`config.mk`:
```
export PLATFORM = sky130hd
export DESIGN_NAME = muldiv_seq_ctrl
export DESIGN_NICKNAME = d
export VERILOG_FILES = /design/src/rtl/muldiv_pkg.sv /design/src/rtl/muldiv_seq_ctrl.sv
export SDC_FILE = /design/constraint.sdc
export NUM_CORES = 1
export LEC_CHECK = 0
export ABC_AREA = 1
export BUFFER_PORTS_ARGS = -buffer_cell sky130_fd_sc_hd__buf_4
export CAP_MARGIN = 5
export CORE_MARGIN = 3
export CORE_UTILIZATION = 50
export DETAILED_ROUTE_END_ITERATION = 16
export GPL_ROUTABILITY_DRIVEN = 0
export PLACE_DENSITY = 0.77
export SYNTH_ARGS = -nofsm -noshare
export SYNTH_HDL_FRONTEND = slang
export SYNTH_SLANG_ARGS = --single-unit
export TNS_END_PERCENT = 10
```
`constraint.sdc`:
```
create_clock -name clk -period 1.25 [get_ports clk]
set_input_delay 0.1875 -clock clk [delete_from_list [all_inputs] [get_ports clk]]
set_output_delay 0.1875 -clock clk [all_outputs]
set_load 0.03 [all_outputs]
```
`src/rtl/muldiv_pkg.sv`:
```
// Shared encodings for the mult/div sequencer: op codes, FSM states and
// default iteration counts of the multicycle units.
package muldiv_pkg;

  localparam logic [1:0] OP_MULT = 2'b00;
  localparam logic [1:0] OP_DIV  = 2'b01;
  localparam logic [1:0] OP_DIVM = 2'b10;
  localparam logic [1:0] OP_RSVD = 2'b11;

  typedef enum logic [2:0] {
    ST_IDLE = 3'd0,
    ST_LOAD = 3'd1,
    ST_RUN  = 3'd2,
    ST_WB   = 3'd3,
    ST_DONE = 3'd4,
    ST_EXC  = 3'd5
  } state_t;

  localparam int MULT_CYCLES_DEF = 32;
  localparam int DIV_CYCLES_DEF  = 33;
  localparam int CNT_W_DEF       = 6;

endpackage

```
`src/rtl/muldiv_seq_ctrl.sv`:
```
// Sequencer that starts the mult or div unit, waits out its fixed iteration
// count and then writes Hi/Lo, flagging divide-by-zero before the divider runs.
module muldiv_seq_ctrl
  import muldiv_pkg::*;
#(
  parameter int MULT_CYCLES = MULT_CYCLES_DEF,
  parameter int DIV_CYCLES  = DIV_CYCLES_DEF,
  parameter int CNT_W       = CNT_W_DEF
) (
  input  logic       clk,
  input  logic       reset,
  input  logic       start,
  input  logic [1:0] op,
  input  logic       divisor_zero,
  output logic       busy,
  output logic       done,
  output logic       div0,
  output logic       mult_start,
  output logic       div_a_write,
  output logic       div_b_write,
  output logic       div_a_sel,
  output logic       div_b_sel,
  output logic       md_select,
  output logic       hi_write,
  output logic       lo_write
);

  state_t             state, state_next;
  logic [1:0]         op_q;
  logic [CNT_W-1:0]   count;
  logic               run_last;
  logic               is_mult;
  logic               is_divm;

  assign is_mult  = (op_q == OP_MULT);
  assign is_divm  = (op_q == OP_DIVM);
  // Exit is taken on count == N-1, so the counter never needs to reach N.
  assign run_last = is_mult ? (count == CNT_W'(MULT_CYCLES - 1))
                            : (count == CNT_W'(DIV_CYCLES - 1));

  always_ff @(posedge clk) begin
    if (!reset) begin
      state <= ST_IDLE;
      op_q  <= OP_MULT;
      count <= '0;
    end else begin
      state <= state_next;
      if (state == ST_IDLE && start && op != OP_RSVD)
        op_q <= op;
      if (state == ST_LOAD)
        count <= '0;
      else if (state == ST_RUN)
        count <= count + CNT_W'(1);
    end
  end

  always_comb begin
    state_next  = state;
    busy        = 1'b0;
    done        = 1'b0;
    div0        = 1'b0;
    mult_start  = 1'b0;
    div_a_write = 1'b0;
    div_b_write = 1'b0;
    div_a_sel   = 1'b0;
    div_b_sel   = 1'b0;
    md_select   = 1'b0;
    hi_write    = 1'b0;
    lo_write    = 1'b0;

    case (state)
      ST_IDLE: begin
        if (start)
          state_next = (op == OP_RSVD) ? ST_DONE : ST_LOAD;
      end
      ST_LOAD: begin
        busy      = 1'b1;
        md_select = is_mult;
        if (is_mult) begin
          mult_start = 1'b1;
          state_next = ST_RUN;
        end else begin
          div_a_write = 1'b1;
          div_b_write = 1'b1;
          div_a_sel   = is_divm;
          div_b_sel   = is_divm;
          state_next  = divisor_zero ? ST_EXC : ST_RUN;
        end
      end
      ST_RUN: begin
        busy      = 1'b1;
        md_select = is_mult;
        div_a_sel = is_divm;
        div_b_sel = is_divm;
        if (run_last)
          state_next = ST_WB;
      end
      ST_WB: begin
        busy       = 1'b1;
        md_select  = is_mult;
        div_a_sel  = is_divm;
        div_b_sel  = is_divm;
        hi_write   = 1'b1;
        lo_write   = 1'b1;
        state_next = ST_DONE;
      end
      ST_DONE: begin
        done       = 1'b1;
        state_next = ST_IDLE;
      end
      ST_EXC: begin
        div0       = 1'b1;
        state_next = ST_IDLE;
      end
      default: state_next = ST_IDLE;
    endcase
  end

endmodule

```
==> results of run 1 <==
timing repair:
action / in CTS / in global routing
buffers inserted: 4 / 0
gates resized for setup: 17 / 4
hold buffers: 0 / 0
hold endpoints to repair: 0 / 0
endpoints found under the setup margin: 10 / 13
pin swaps: 4 / 2
synthesized netlist by cell type:
cell type,number
nand2_4,1
a211oi_1,1
inv_1,15
nor2_1,24
nand2_2,1
nand3_1,8
dfxtp_1,11
xor2_1,2
nand2_1,19
a21oi_1,3
buf_4,3
inv_2,3
o21ai_2,1
nor3_1,5
nor2_4,1
nor2_2,1
ha_1,1
nand3_2,3
o21ai_1,3
tightest hold or removal path: stages:
cell and delay [ps]:
buf_4 80, nor3_1 40, nor2_1 90
layout make-up:
type	count	area (sq um)
sequential	11	233
clock buffer	4	26.3
tap	14	17.5
multi-input combinational	74	437
inverter	18	70.1
fill	89	223
timing repair buffer	21	180
per-stage QoR:
stage | util | setup TNS [ps] | cell area [sq um]
2_1_floorplan | - | -643 | 713
3_3_place_gp | 0.701 | 0 | 832
3_5_place_dp | 0.701 | 0 | 832
4_1_cts | 0.801 | -536 | 950
5_1_grt | 0.812 | -1480 | 963
6_report | 0.812 | -556 | 963
registers in the layout, summed over array words and instances (netlist names):
name   cells
state      3
count      6
op_q       2
cell families (layout without fill, tap and decap cells):
logic type	count (synthesis)	after routing	share of synthesized area
and+or+nand+nor	63	63	0.430
buffers and inverters	21	43	0.133
adders and majority gates	1	1	0.0184
xor gates and xnor gates	2	2	0.0258
DFF	11	11	0.325
AOI/OAI and AO/OA	8	8	0.0683
metal layers:
layer | GRT usage | up-vias
li1 | - | 369
met1 | 0.265 | 318
met2 | 0.356 | 33
met3 | 0.0297 | 4
met4 | 0.0559 | 0
met5 | 0 | -
worst max path at each step:
stage          startpoint        end  cells past startpoint
2_1_floorplan    state[0]  div_b_sel                      5
3_3_place_gp     state[2]   count[1]                      4
3_5_place_dp     state[2]   count[5]                      8
4_1_cts          state[1]  div_a_sel                      5
5_1_grt          state[1]  div_b_sel                      5
6_report         state[1]  div_a_sel                      5
power by group through the flow:
stage | clock network (mW) | logic (mW) | registers, mW
2_1_floorplan | 0 | 0.492 | 0.474
3_3_place_gp | 0 | 0.639 | 0.482
3_5_place_dp | 0 | 0.649 | 0.487
4_1_cts | 0.254 | 0.786 | 0.470
5_1_grt | 0.272 | 0.877 | 0.480
6_report | 0.245 | 0.811 | 0.475
==> impl_results.md, run 1 <==
- Status: finished, violations left
- Failing checks: negative setup slack
- WL final: 1660 um
- CTS Root Cell: clkbuf_4
- Hold Path Origin: op[0]
- Worst EP required: 1060 ps
- Worst hold slack: 169 ps
- Reg-to-Reg Start: state[0]
- Synth Instances: 106
- CP dominant cell by count: nor2_4
- Yosys warns: 0
- Die area: 0.00183 sq mm
- Vias/cell: 5.10
- Worst-Skew Late Latency: 270 ps
- Critical Path Fanout Max: 4
- Crit path kind: flop to output pin
- Hold path cells: 3
- Die width: 42.8 um
- Leading cell type in the layout, fill and taps excluded: nor2_1
- Synth cell types: 19
- Power Total: 1.53 mW
- Seq/Total Area, Yosys: 0.325
- Die Y: 42.8 um
- Worst r2r dst: state[2]
- Global-route wire length before repair: 2950 um
- Synth top area share: 0.325
- Worst-Margin Slew: 263 ps
- Syn Area/Cell: 6.40 sq um
- Synth area leaders: dfxtp_1 32%, nor2_1 13%, nand2_1 11%
- Slew headroom: 0.824
- Metal3 WL: 127 um
- Number of CTS-inserted buffers: 3
- RSZ-0062 raised after global routing: true
- Buffer depth of the longest clock path: 2
- Area of the mapped netlist: 678 sq um
- IO buf count: 16
- Vias in the first global route: 692
- Int Pwr: 844 uW
- Core box area: 0.00119 sq mm
- Placed instance count: 134
- DR vias: 724
- I/O Pins: 17
- Worst path bufs/invs: 2
- Final worst setup slack: -89.1 ps
- Initial DRC count: 11
- R2R depth: 7
- Layout cells sized above 1: 0.383
- Area growth, synth to finish: 42.1%
- Largest net degree at the start of global routing: 8
- F_max: 747 MHz
- R2R setup slack: 0 ps
- Initial core utilization: 0.572
- Largest stage delay, worst path: 380 ps
- DP HPWL: 1200 um
- H-tree levels: 1
- Non-Filler Instances: 142
- Pre-antenna DRT Iters: 6
- Metal2 WL: 811 um
- Congestion Overflow GR: 0
- Pwr dens: 1590 mW/mm^2
- Final ANT Viol Nets: 0
- Final Hold Fails: 0
- CTS clk-pin slew, worst paths: 70 ps
- Place WS: 78.8 ps
- GRT Overall Usage: 0.207
- Met1 Wirelength: 707 um
- Post-route clock skew: 1.85 ps
- Synthesized flop and latch total: 11
- Final nets: 136
- Final period util: 1.07
- VDD IR max: 0.964 mV
- Hold WC Path Type: input pin to flop
- Commonest cells after routing, fill and taps aside: 20 x nor2_1, 19 x nand2_1, 15 x buf_4
- Syn_nets: 113
- Clock Sinks: 11
- Antenna violations before repair: 0
- Max-cap violation count: 0
- Flop pwr share: 0.310
- WHS Endpoint: op_q[0]
- Slew Limit Fails: 0
- Static Leak: 0.446 nW
- Sw frac: 0.449
- Final setup viols: 11
- Crit path capture type: output pin
- P_sw: 687 uW
- Delay-heaviest family, CP: flip-flops
- Clk network pwr share: 0.160
- Max stage delay cell, worst path: dfxtp_4
- CP cell instances: nor2_4, nor2_4, inv_2, nor3_4, buf_6
- Tmin final: 1340 ps
- Logic pwr share: 0.530
- Largest area contributor in the netlist: dfxtp_1
- DRC Markers: 0
- Rows: 12
- Worst Path Arrival: 1150 ps
- Routed wire per std cell: 11.7 um
- Critical Path Start Type: flop
- Ant diodes: 0
- DR top layer: met4
- CTS tree: built
Power figures use the tool's default switching activity.
==> inputs of run 2 (changes only) <==
--- a/config.mk
+++ b/config.mk
@@ -9,10 +9,10 @@
 export BUFFER_PORTS_ARGS = -buffer_cell sky130_fd_sc_hd__buf_4
 export CAP_MARGIN = 5
 export CORE_MARGIN = 3
-export CORE_UTILIZATION = 50
+export CORE_UTILIZATION = 45
 export DETAILED_ROUTE_END_ITERATION = 16
 export GPL_ROUTABILITY_DRIVEN = 0
-export PLACE_DENSITY = 0.77
+export PLACE_DENSITY = 0.73
 export SYNTH_ARGS = -nofsm -noshare
 export SYNTH_HDL_FRONTEND = slang
 export SYNTH_SLANG_ARGS = --single-unit
==> constraint.sdc (replaced) <==
create_clock -name clk -period 1.22 [get_ports clk]
set_input_delay 0.183 -clock clk [delete_from_list [all_inputs] [get_ports clk]]
set_output_delay 0.183 -clock clk [all_outputs]
set_load 0.03 [all_outputs]
==> run 2 against run 1 <==
Compared with the run above: the flow still finishes with violations (negative setup slack); first-iteration DRC count rose by 45%; clock skew fell by 0.51 ps; global-route usage fell by 4.8 points; combinational power fell by 8.1%; worst hold slack got worse by 23 ps; sequential power rose by 2%; clock power rose by 3%; core utilization fell by 14 points; clock-buffer cell count did not move; highest routed layer unchanged.
==> impl_results.md, run 2 (same netlist as run 1, synthesis figures left out) <==
- Area growth, synth to finish: 34.1%
- Slew Limit Fails: 0
- TNS Setup: -894 ps
- Routed wire per std cell: 10.0 um
- Static Leak: 0.438 nW
- Critical Path Start Type: flop
- RSZ-0062 raised after global routing: true
- H-tree levels: 1
- Worst Path Arrival: 1160 ps
- Filler instances: 116
- Area occupied by multi-input gates: 407 sq um
- Antenna violations before repair: 0
- Failing checks: negative setup slack
- CTS tree: built
- Non-Filler Instances: 142
- Die Y: 44.8 um
- CTS clk-pin slew, worst paths: 70 ps
- Initial core utilization: 0.502
- Worst EP required: 1040 ps
- Final Hold Fails: 0
- Pwr dens: 1630 mW/mm^2
- VDD IR max: 0.823 mV
- Critical Path Fanout Max: 5
- Vias in the first global route: 595
- Clock Sinks: 11
- Ant diodes: 0
- Layout cells sized above 1: 0.339
- Commonest cells after routing, fill and taps aside: 21 x nor2_1, 19 x nand2_1, 17 x buf_4
- Tmin final: 1350 ps
- Hold WC Path Type: input pin to flop
- Max reg flops: 6
- CTS Root Cell: clkbuf_4
- Max-cap violation count: 0
- Worst-Margin Slew: 229 ps
- WL final: 1420 um
- Place WS: 46.1 ps
- Top reg by flops: count
- Crit path capture type: output pin
- Final nets: 135
- Pre-antenna DRT Iters: 4
- Die width: 44.8 um
- Die area: 0.00201 sq mm
- Crit path kind: flop to output pin
- Congestion Overflow GR: 0
- Leading cell type in the layout, fill and taps excluded: nor2_1
- Rows: 13
- FF+latch area: 229 sq um
- Status: finished, violations left
- Final worst setup slack: -126 ps
- Core box area: 0.00135 sq mm
- Buffer depth of the longest clock path: 2
- Placed instance count: 136
- Final period util: 1.10
- DRC Markers: 0
- GRT Overall Usage: 0.159
- DP HPWL: 1220 um
- IO buf count: 16
- F_max: 743 MHz
- Vias/cell: 5.01
- Number of CTS-inserted buffers: 3
- Post-route clock skew: 1.34 ps
- Post-Route Utilization: 0.674
- Biggest regs: count: 6 flops, state: 3 flops, op_q: 2 flops
- Worst hold slack: 145 ps
- Global-route wire length before repair: 2350 um
- DR vias: 711
- Worst-Skew Late Latency: 270 ps
- Final ANT Viol Nets: 0
- Final setup viols: 11
- Slew headroom: 0.847
- Largest net degree at the start of global routing: 8
- Initial DRC count: 16
- I/O Pins: 17
-- run 2: cell types whose count changed in the layout (fill, tap and decap cells not counted), sizes merged --
cell  before  now
buf       21   20
-- run 2: metal layers --
| layer | vias to the layer above | part of all wire | GRT usage |
|---|---|---|---|
| met5 | - | 0 | 0 |
| met1 | 310 | 0.42 | 0.180 |
| li1 | 372 | - | - |
| met4 | 0 | 0.020 | 0.0702 |
| met3 | 6 | 0.10 | 0.0637 |
| met2 | 23 | 0.46 | 0.264 |
-- run 2: worst max-delay path: stages, from the launching register on --
cell and delay [ps]:
dfxtp_4 390, nor2_4 50, nor2_4 80, inv_2 50
nor3_4 150, buf_6 160
-- run 2: report_power, final --
| group | internal [mW] | switching [mW] | total, mW |
|---|---|---|---|
| clock network | 0.127 | 0.126 | 0.253 |
| registers | 0.419 | 0.0664 | 0.485 |
| logic | 0.292 | 0.453 | 0.745 |
-- run 2: worst paths after layout --
check,startpoint,endpoint,slack (ps),depth (start not counted)
max reg2reg,state[0],count[5],50,7
min reg2reg,count[0],count[0],500,2
max,state[1],div_a_sel,-130,5
min,op[0],op_q[0],150,3
-- run 2: timing repair --
action                                  4_1_cts  5_1_grt
setup buffers                                 2        0
pin swaps                                     3        1
resized for setup                             7        1
endpoints found under the setup margin       11       12
hold buffers                                  0        0
-- run 2: stage by stage --
stage	total power, mW	cell area, sq um
5_1_grt	1.59	910
3_3_place_gp	1.16	841
4_1_cts	1.50	905
2_1_floorplan	0.990	713
3_5_place_dp	1.18	841
6_report	1.48	910
-- run 2: final cells by class --
class                      count  area share
multi-input combinational     74       0.447
sequential                    11       0.252
timing repair buffer          20       0.177
inverter                      18      0.0743
clock buffer                   4      0.0289
tap                           15      0.0206
